==> src/rtl/i2c_bit_tx.sv <==
// i2c_bit_tx: pops serial bits (MSB-first) from an FWFT bit FIFO and drives
// them onto the I2C bus as one write burst: START, 8 data bits + ACK slot
// per byte, STOP. Stops after the byte holding the FIFO's last-bit flag, or
// after any byte the slave NACKs.
// Ports:
//   clk, rst      clock, synchronous active-high reset
//   start         one-clk request; accepted only in IDLE while fifo_vld=1
//   busy          high from start acceptance until the done pulse
//   done          one-clk pulse at the end of a burst
//   nack          sticky slave NACK of the last burst, cleared on acceptance
//   fifo_rd_en    one-clk pop strobe to the FIFO
//   fifo_vld      FIFO head valid
//   fifo_data     FIFO head bit
//   fifo_last     FIFO head is the last bit of the burst
//   scl_o, sda_o  open-drain line drives (1 = released, 0 = pull low)
//   sda_i         sampled SDA level, read in the ACK slot
// CLK_DIV is clk cycles per quarter SCL period; legal range 2..1023.
module i2c_bit_tx #(
    parameter int unsigned CLK_DIV = 250
) (
    input  logic clk,
    input  logic rst,
    input  logic start,
    output logic busy,
    output logic done,
    output logic nack,
    output logic fifo_rd_en,
    input  logic fifo_vld,
    input  logic fifo_data,
    input  logic fifo_last,
    output logic scl_o,
    output logic sda_o,
    input  logic sda_i
);

    localparam int unsigned QW = $clog2(CLK_DIV);
    localparam logic [QW-1:0] QMAX = QW'(CLK_DIV - 1);

    typedef enum logic [2:0] {
        S_IDLE,
        S_START,
        S_BIT,
        S_ACK,
        S_STOP,
        S_DONE
    } state_t;

    state_t        state;
    logic [QW-1:0] qcnt;       // clk count within the current quarter
    logic [1:0]    ph;         // quarter index within the current SCL period
    logic [2:0]    bitcnt;     // data bit index within the byte
    logic          last_flag;  // last bit of the burst has been loaded
    logic          pad;        // early last seen: remaining bits of byte are 1
    logic          need_load;  // BIT entered without FIFO data: stalled
    logic          ack_smp;    // SDA level captured in the ACK slot

    logic tick;
    logic stall;
    logic enter_bit;
    logic try_load;

    // Quarter tick, stall and BIT-entry decode feeding the register block
    always_comb begin
        tick      = (qcnt == QMAX);
        stall     = (state == S_BIT) && need_load;
        enter_bit = 1'b0;
        if (tick && ph == 2'd3) begin
            if (state == S_START)
                enter_bit = 1'b1;
            if (state == S_BIT && !need_load && bitcnt != 3'd7)
                enter_bit = 1'b1;
            if (state == S_ACK && !ack_smp && !last_flag)
                enter_bit = 1'b1;
        end
        // Padded bits inside the current byte never touch the FIFO
        try_load = stall || (enter_bit && !(state == S_BIT && pad));
    end

    // Burst sequencer; line drives are updated on the edge that starts each
    // quarter so scl_o/sda_o line up with the state registers.
    always_ff @(posedge clk) begin
        if (rst) begin
            state      <= S_IDLE;
            qcnt       <= '0;
            ph         <= '0;
            bitcnt     <= '0;
            last_flag  <= 1'b0;
            pad        <= 1'b0;
            need_load  <= 1'b0;
            ack_smp    <= 1'b0;
            busy       <= 1'b0;
            done       <= 1'b0;
            nack       <= 1'b0;
            fifo_rd_en <= 1'b0;
            scl_o      <= 1'b1;
            sda_o      <= 1'b1;
        end else begin
            done       <= 1'b0;
            fifo_rd_en <= 1'b0;

            case (state)
                S_IDLE: begin
                    qcnt   <= '0;
                    ph     <= '0;
                    bitcnt <= '0;
                    if (start && fifo_vld) begin
                        state     <= S_START;
                        busy      <= 1'b1;
                        nack      <= 1'b0;
                        last_flag <= 1'b0;
                        pad       <= 1'b0;
                        need_load <= 1'b0;
                        ack_smp   <= 1'b0;
                        scl_o     <= 1'b1;
                        sda_o     <= 1'b1;
                    end
                end

                // ph0 idle-high, ph1 SDA falls with SCL high, ph2/3 both low
                S_START: begin
                    if (tick) begin
                        qcnt <= '0;
                        if (ph == 2'd3) begin
                            state  <= S_BIT;
                            ph     <= '0;
                            bitcnt <= '0;
                            pad    <= 1'b0;
                        end else begin
                            ph    <= ph + 2'd1;
                            scl_o <= (ph == 2'd0);
                            sda_o <= 1'b0;
                        end
                    end else begin
                        qcnt <= qcnt + QW'(1);
                    end
                end

                // SCL low in ph0/ph3, high in ph1/ph2; timer frozen while stalled
                S_BIT: begin
                    if (!need_load) begin
                        if (tick) begin
                            qcnt <= '0;
                            ph   <= ph + 2'd1;
                            if (ph == 2'd3) begin
                                scl_o <= 1'b0;
                                if (bitcnt == 3'd7) begin
                                    state <= S_ACK;
                                    sda_o <= 1'b1;
                                end else begin
                                    bitcnt <= bitcnt + 3'd1;
                                    if (pad)
                                        sda_o <= 1'b1;
                                end
                            end else begin
                                scl_o <= (ph != 2'd2);
                            end
                        end else begin
                            qcnt <= qcnt + QW'(1);
                        end
                    end
                end

                // SDA released; slave level captured at the end of ph2
                S_ACK: begin
                    if (tick) begin
                        qcnt <= '0;
                        ph   <= ph + 2'd1;
                        if (ph == 2'd2)
                            ack_smp <= sda_i;
                        if (ph == 2'd3) begin
                            scl_o <= 1'b0;
                            if (ack_smp || last_flag) begin
                                state <= S_STOP;
                                sda_o <= 1'b0;
                                if (ack_smp)
                                    nack <= 1'b1;
                            end else begin
                                state  <= S_BIT;
                                bitcnt <= '0;
                                pad    <= 1'b0;
                            end
                        end else begin
                            scl_o <= (ph != 2'd2);
                        end
                    end else begin
                        qcnt <= qcnt + QW'(1);
                    end
                end

                // ph0 both low, ph1 SCL rises, ph2/3 SDA rises with SCL high
                S_STOP: begin
                    if (tick) begin
                        qcnt <= '0;
                        if (ph == 2'd3) begin
                            state <= S_DONE;
                            ph    <= '0;
                            done  <= 1'b1;
                            busy  <= 1'b0;
                        end else begin
                            ph    <= ph + 2'd1;
                            scl_o <= 1'b1;
                            sda_o <= (ph != 2'd0);
                        end
                    end else begin
                        qcnt <= qcnt + QW'(1);
                    end
                end

                S_DONE: begin
                    state <= S_IDLE;
                    qcnt  <= '0;
                    ph    <= '0;
                end

                default: state <= S_IDLE;
            endcase

            // Data load at BIT ph0 entry, retried each clk while stalled
            if (try_load) begin
                if (fifo_vld) begin
                    sda_o      <= fifo_data;
                    last_flag  <= fifo_last;
                    pad        <= fifo_last;
                    fifo_rd_en <= 1'b1;
                    need_load  <= 1'b0;
                end else begin
                    need_load  <= 1'b1;
                end
            end
        end
    end

endmodule

==> config.mk <==
export PLATFORM = sky130hd
export DESIGN_NAME = i2c_bit_tx
export DESIGN_NICKNAME = d
export VERILOG_FILES = /design/src/rtl/i2c_bit_tx.sv
export SDC_FILE = /design/constraint.sdc
export NUM_CORES = 1
export LEC_CHECK = 0
export CAP_MARGIN = 20
export CORE_ASPECT_RATIO = 0.75
export CORE_MARGIN = 2
export CORE_UTILIZATION = 61
export DETAILED_ROUTE_END_ITERATION = 6
export PLACE_DENSITY = 0.83
export REMOVE_ABC_BUFFERS = 1
export SYNTH_ARGS = -nofsm -noshare
export SYNTH_HDL_FRONTEND = slang
export SYNTH_SLANG_ARGS = --single-unit
==> constraint.sdc <==
create_clock -name clk -period 5.3 [get_ports clk]
set_input_delay 0.53 -clock clk [delete_from_list [all_inputs] [get_ports clk]]
set_output_delay 0.53 -clock clk [all_outputs]
set_load 0.01 [all_outputs]
; Yosys cells after proc, flatten, opt, wreduce, memory -nomap -nowiden
; Index checks and enable logic that the tools add are counted.
[totals]
regBits = 26
in_bits = 7
out_inout_bits = 6
wordCells = 180
[classes]
addsub = 3
n_eq_ne = 30
mux = 90
bitwise_logic = 3
n_reduce_logical = 40
[op_table]
columns = operator, count
row1 = $mux W3, 21
row2 = $mux W1, 53
row3 = $ne A2 B2 Y1 const B, 13
row4 = $pmux W8 S3, 1
row5 = $mux W8, 2
row6 = $pmux W3 S5, 1
row7 = $ne A2 B1 Y1 const B, 7
row8 = $pmux W3 S4, 1
row9 = $reduce_and A11 Y1, 1
row10 = $pmux W1 S5, 2
row11 = $reduce_and A10 Y1, 1
row12 = $reduce_bool A2 Y1, 5
row13 = $eq A3 B3 Y1 const B, 3
row14 = $logic_and A1 B1 Y1, 9
row15 = $add A8 B1 Y8 const B, 1
row16 = $eq A8 B8 Y1 const B, 1
row17 = $mux W2, 4
row18 = $pmux W2 S4, 1
row19 = $reduce_and A4 Y1, 2
row20 = $reduce_bool A4 Y1, 2
row21 = $reduce_and A7 Y1, 1
row22 = $eq A3 B2 Y1 const B, 2
row23 = $pmux W1 S2, 3
row24 = $reduce_and A6 Y1, 1
row25 = other kinds (17), 28

; Longest topological paths before layout
[logic_depth]
depth_word = 10
mapped_depth = 7
mapped_depth_nobuf = 7

; Least setup slack after synthesis
; OpenSTA, ideal clock, no wires.
[synth_timing]
path_type = register -> register
start = reg ph[1]
end = reg bitcnt[0]
setup_ns = 0.071
arrival_time_ns = 1.689
required_ns = 5.229
slack_ns = 3.540
path_stages_with_launch = 8
path_buffers = 1
synth_period_minus_slack_ns = 1.760
cell_sequence = dfxtp_1 > ha_1 > buf_4 > inv_1 > o311ai_1 > o2111ai_2 > or3_1 > a21oi_1
[synth_between]
elab_chain_len = 3
word_cells_on_any_way = 5
classes_between = eq/ne (4) / reduce/logical (1)
[synth_rtl]
columns = element, line
row1 = "start, declared", 50  ; logic [1:0] ph;
row2 = "start signal, assigned", 129  ; ph <= ph + 2'd1;
row3 = "start signal, assigned", 143  ; ph <= ph + 2'd1;
row4 = "start signal, assigned", 167  ; ph <= ph + 2'd1;
row5 = $eq A2 B2 Y1 *, "123, 144, 170"
row6 = $ne A2 B1 Y1 (no line), -
row7 = $reduce_and A10 Y1 (no line) *, -
row8 = "end signal, assigned", 150  ; bitcnt <= bitcnt + 3'd1;
row9 = "end, declared", 51  ; logic [2:0] bitcnt;
; Every way passes the cells marked *; elsewhere a longest branch is shown, timed or not.
; A chain may end at the register's enable or synchronous reset.

; Final worst setup path
[layout_timing]
start = reg state[1]
end = reg state[2]
[layout_between]
elab_chain_len = 3
word_cells_on_any_way = 18
classes_between = eq/ne (15) / mux (1) / reduce/logical (2)
[layout_rtl]
columns = element, line
row1 = "start, declared", 48  ; state_t state;
row2 = "start signal, assigned", 83  ; state <= S_IDLE;
row3 = "start signal, assigned", 107  ; state <= S_START;
row4 = "start signal, assigned", 124  ; state <= S_BIT;
row5 = "$eq A3 B2 Y1, or another cell as far along", 101  ; case (state)
row6 = $ne A2 B1 Y1 (no line) or $ne A2 B2 Y1 (tied branches), -
row7 = $reduce_and A11 Y1 (no line), -
; Parallel ways exist; a longest one is shown, timed or not.

==> impl_metrics.tcl <==
set metrics [dict create \
    ys.flop_type "dfxtp_1" \
    drive_gt1_frac 0.0765 \
    place_congestion 0.888 \
    grt_overflow_total 0 \
    fin_skew_ns 0.0144 \
    instances_no_fill 230 \
    hold_viol_final 0 \
    grt_max_degree 25 \
    power.density_nw_per_um2 230 \
    hold-worst-slack_ns 0.495 \
    worst_slew_pin_slew_ns 0.815 \
    htree_levels 1 \
    drt_iter0_drc 165 \
    rows 15 \
    antenna_left 0 \
    hold_buffers 0 \
    totalWireLength_um 3620 \
    seq_area_frac_synth 0.336 \
    die-area_um2 2960 \
    use_met1 0.362 \
    fin_setup_tns_ns 0 \
    cp_cell_sequence "nor2_1 > o32ai_2 > a22oi_1 > or4_1 > a21oi_1" \
    dp_cells 226 \
    n_antenna_cell 0 \
    cts-root-buf "clkbuf_4" \
    placed_area_um2 1670 \
    grt_busiest_layer "met2" \
    core_area_um2 2350 \
    cts_max_path_buffers 2 \
    startpoint_type "flip-flop" \
    yosys_register_bits 26 \
    postSynth.asyncResetShare 0 \
    routedWlPerCell_um 15.7 \
    drv_slew 0 \
    period_needed_ns 2.30 \
    crit_required_ns 5.56 \
    clk_pin_slew_worst_paths_ns 0.15 \
    power_uw 397 \
    initial_core_util 0.660 \
    critPathMaxStageDelay_ns 0.88 \
    grt_pass1_vias 1293 \
    dr.pass1.iters 5 \
    num_io_pins 13 \
    yosysUniqueCellTypes 48 \
    syn2layout_area_growth_pct 11.5 \
    ys_warn_count 0 \
    remaining_drc_errors 0 \
    clkSinkCount 26 \
    vias 1394 \
    routed_via_density 6.06 \
    die-width_um 62.2 \
    slew_headroom 0.456 \
    numCtsBuffers 3 \
    gr-usage-met3 0.0894 \
    grt_use_met2 0.465 \
    outcome "complete, no violations" \
    numPortBuffers 12 \
    synthCells 188 \
    synthesis.area_um2 1550 \
    dieHeight_um 47.6 \
    cts_tree "built" \
    max_cap_viol_count 0 \
    antenna_found_initial 0 \
    leakagePower_uw 0.000681 \
    vdd_drop_max_v 0.000167 \
    postCtsResizedCells 0 \
    postCtsSetupBuffers 0 \
    crit_type "flip-flop to flip-flop" \
    critPathCaptureType "flip-flop" \
    cp_slowest_cell "dfxtp_1" \
    rsz0062_at_grt "no" \
    final_area_um2 1730 \
    setup_viol 0 \
    nets 211 \
    fin_crit_sh 0.434 \
    fmax_mhz 435 \
    track_usage 0.276 \
    clock_latency_ns 0.33 \
    hpwl_um 2670 \
    synth-edff-count 0 \
    arrival_ns 2.56 \
    syn_area_per_cell_um2 8.24 \
    crit_fanout 24 \
    grt_pass1_wl_um 6250 \
    hp-class "flip-flop to flip-flop" \
]
## path summary, 6_finish.rpt
check	from	to	slack, ns	depth (start not counted)
worst max-delay path	state[1]	state[2]	3.00	5
worst min-delay path	bitcnt[0]	bitcnt[0]	0.49	2
worst min register to register	bitcnt[0]	bitcnt[0]	0.49	2
worst max register to register	state[1]	state[2]	3.00	5
## registers in the layout (all words and copies together) (netlist names), named ones only
signal,count
qcnt,8
bitcnt,3
state,3
ph,2
ack_smp,1
busy,1
done,1
fifo_rd_en,1
nack,1
need_load,1
pad,1
scl_o,1
sda_o,1
## synth_stat cells (all sizes together), types with 2 or more instances
cell type  number  area (µm²)
mux2i           7        70.1
nor2b           6        37.5
or3             4        25.0
ha              7        87.6
and3            2        12.5
xor2            3        26.3
dfxtp          26         521
a2111oi         2        17.5
o21ai          12        67.6
or2             2        12.5
nor4            2        12.5
clkbuf          4        15.0
xnor2           3        26.3
nor3            4        20.0
inv            10        37.5
nand3           3        15.0
nor2           22        90.1
nand2          19        71.3
a21oi          16        80.1
o21a            2        15.0
a31oi           3        18.8
nand4           5        46.3
buf             4        22.5
o2111ai         2        23.8
## power by group
| group | total (µW) | leakage, µW | internal [µW] | switching [µW] |
|---|---|---|---|---|
| clock | 136 | 0.0000279 | 76.6 | 59.2 |
| sequential | 209 | 0.000210 | 199 | 9.66 |
| combinational | 52.3 | 0.000443 | 23.6 | 28.7 |
## worst max-delay path, delay by kind of cell (launching register included)
family           cells  cell delay [ns]
flip-flops           1             0.88
AND/OR/NAND/NOR      2             0.77
AO/OA/AOI/OAI        3             0.58
## kinds of logic after synthesis
| kind of cell | count (synthesis) | share of synthesized area |
|---|---|---|
| simple gates | 74 | 0.262 |
| compound gates | 50 | 0.218 |
| flops | 26 | 0.336 |
| buf+inv | 18 | 0.0485 |
| mux | 7 | 0.0452 |
| fa+ha+maj | 7 | 0.0565 |
| xor+xnor | 6 | 0.0339 |
## routing by layer
metal / part of all wire / wire [µm]
met1: 0.45 / 1650
met5: 0 / 0
met3: 0.093 / 338
met4: 0.0033 / 12
met2: 0.45 / 1620
## layout by cell type (no fill, tap or decap), drive strengths merged, types with 2 or more instances in the layout
cell type,n
a2111oi,2
a21oi,16
a31oi,3
and3,2
clkbuf,3
clkdlybuf4s50,12
dfxtp,26
ha,7
inv,10
mux2i,7
nand2,19
nand3,3
nand4,5
nor2,22
nor2b,6
nor3,4
nor4,2
o2111ai,2
o21a,2
o21ai,12
or2,2
or3,4
xnor2,3
xor2,3
## per-stage QoR
stage | utilization | worst slack [ns]
3_5_place_dp | 0.714 | 2.84
2_1_floorplan | - | 3.42
3_3_place_gp | 0.714 | 2.95
6_report | 0.736 | 3.00
5_1_grt | 0.736 | 2.90
4_1_cts | 0.736 | 3.09
## layout make-up
cell class,count,area [µm²]
repair buffers,12,120
well taps,34,42.5
clock buffers,3,22.5
inverters,10,37.5
multi-input cells,144,953
flip-flops and latches,26,520
fillers,177,619
clock inverters,1,30.0
Power figures use the tool's default switching activity.
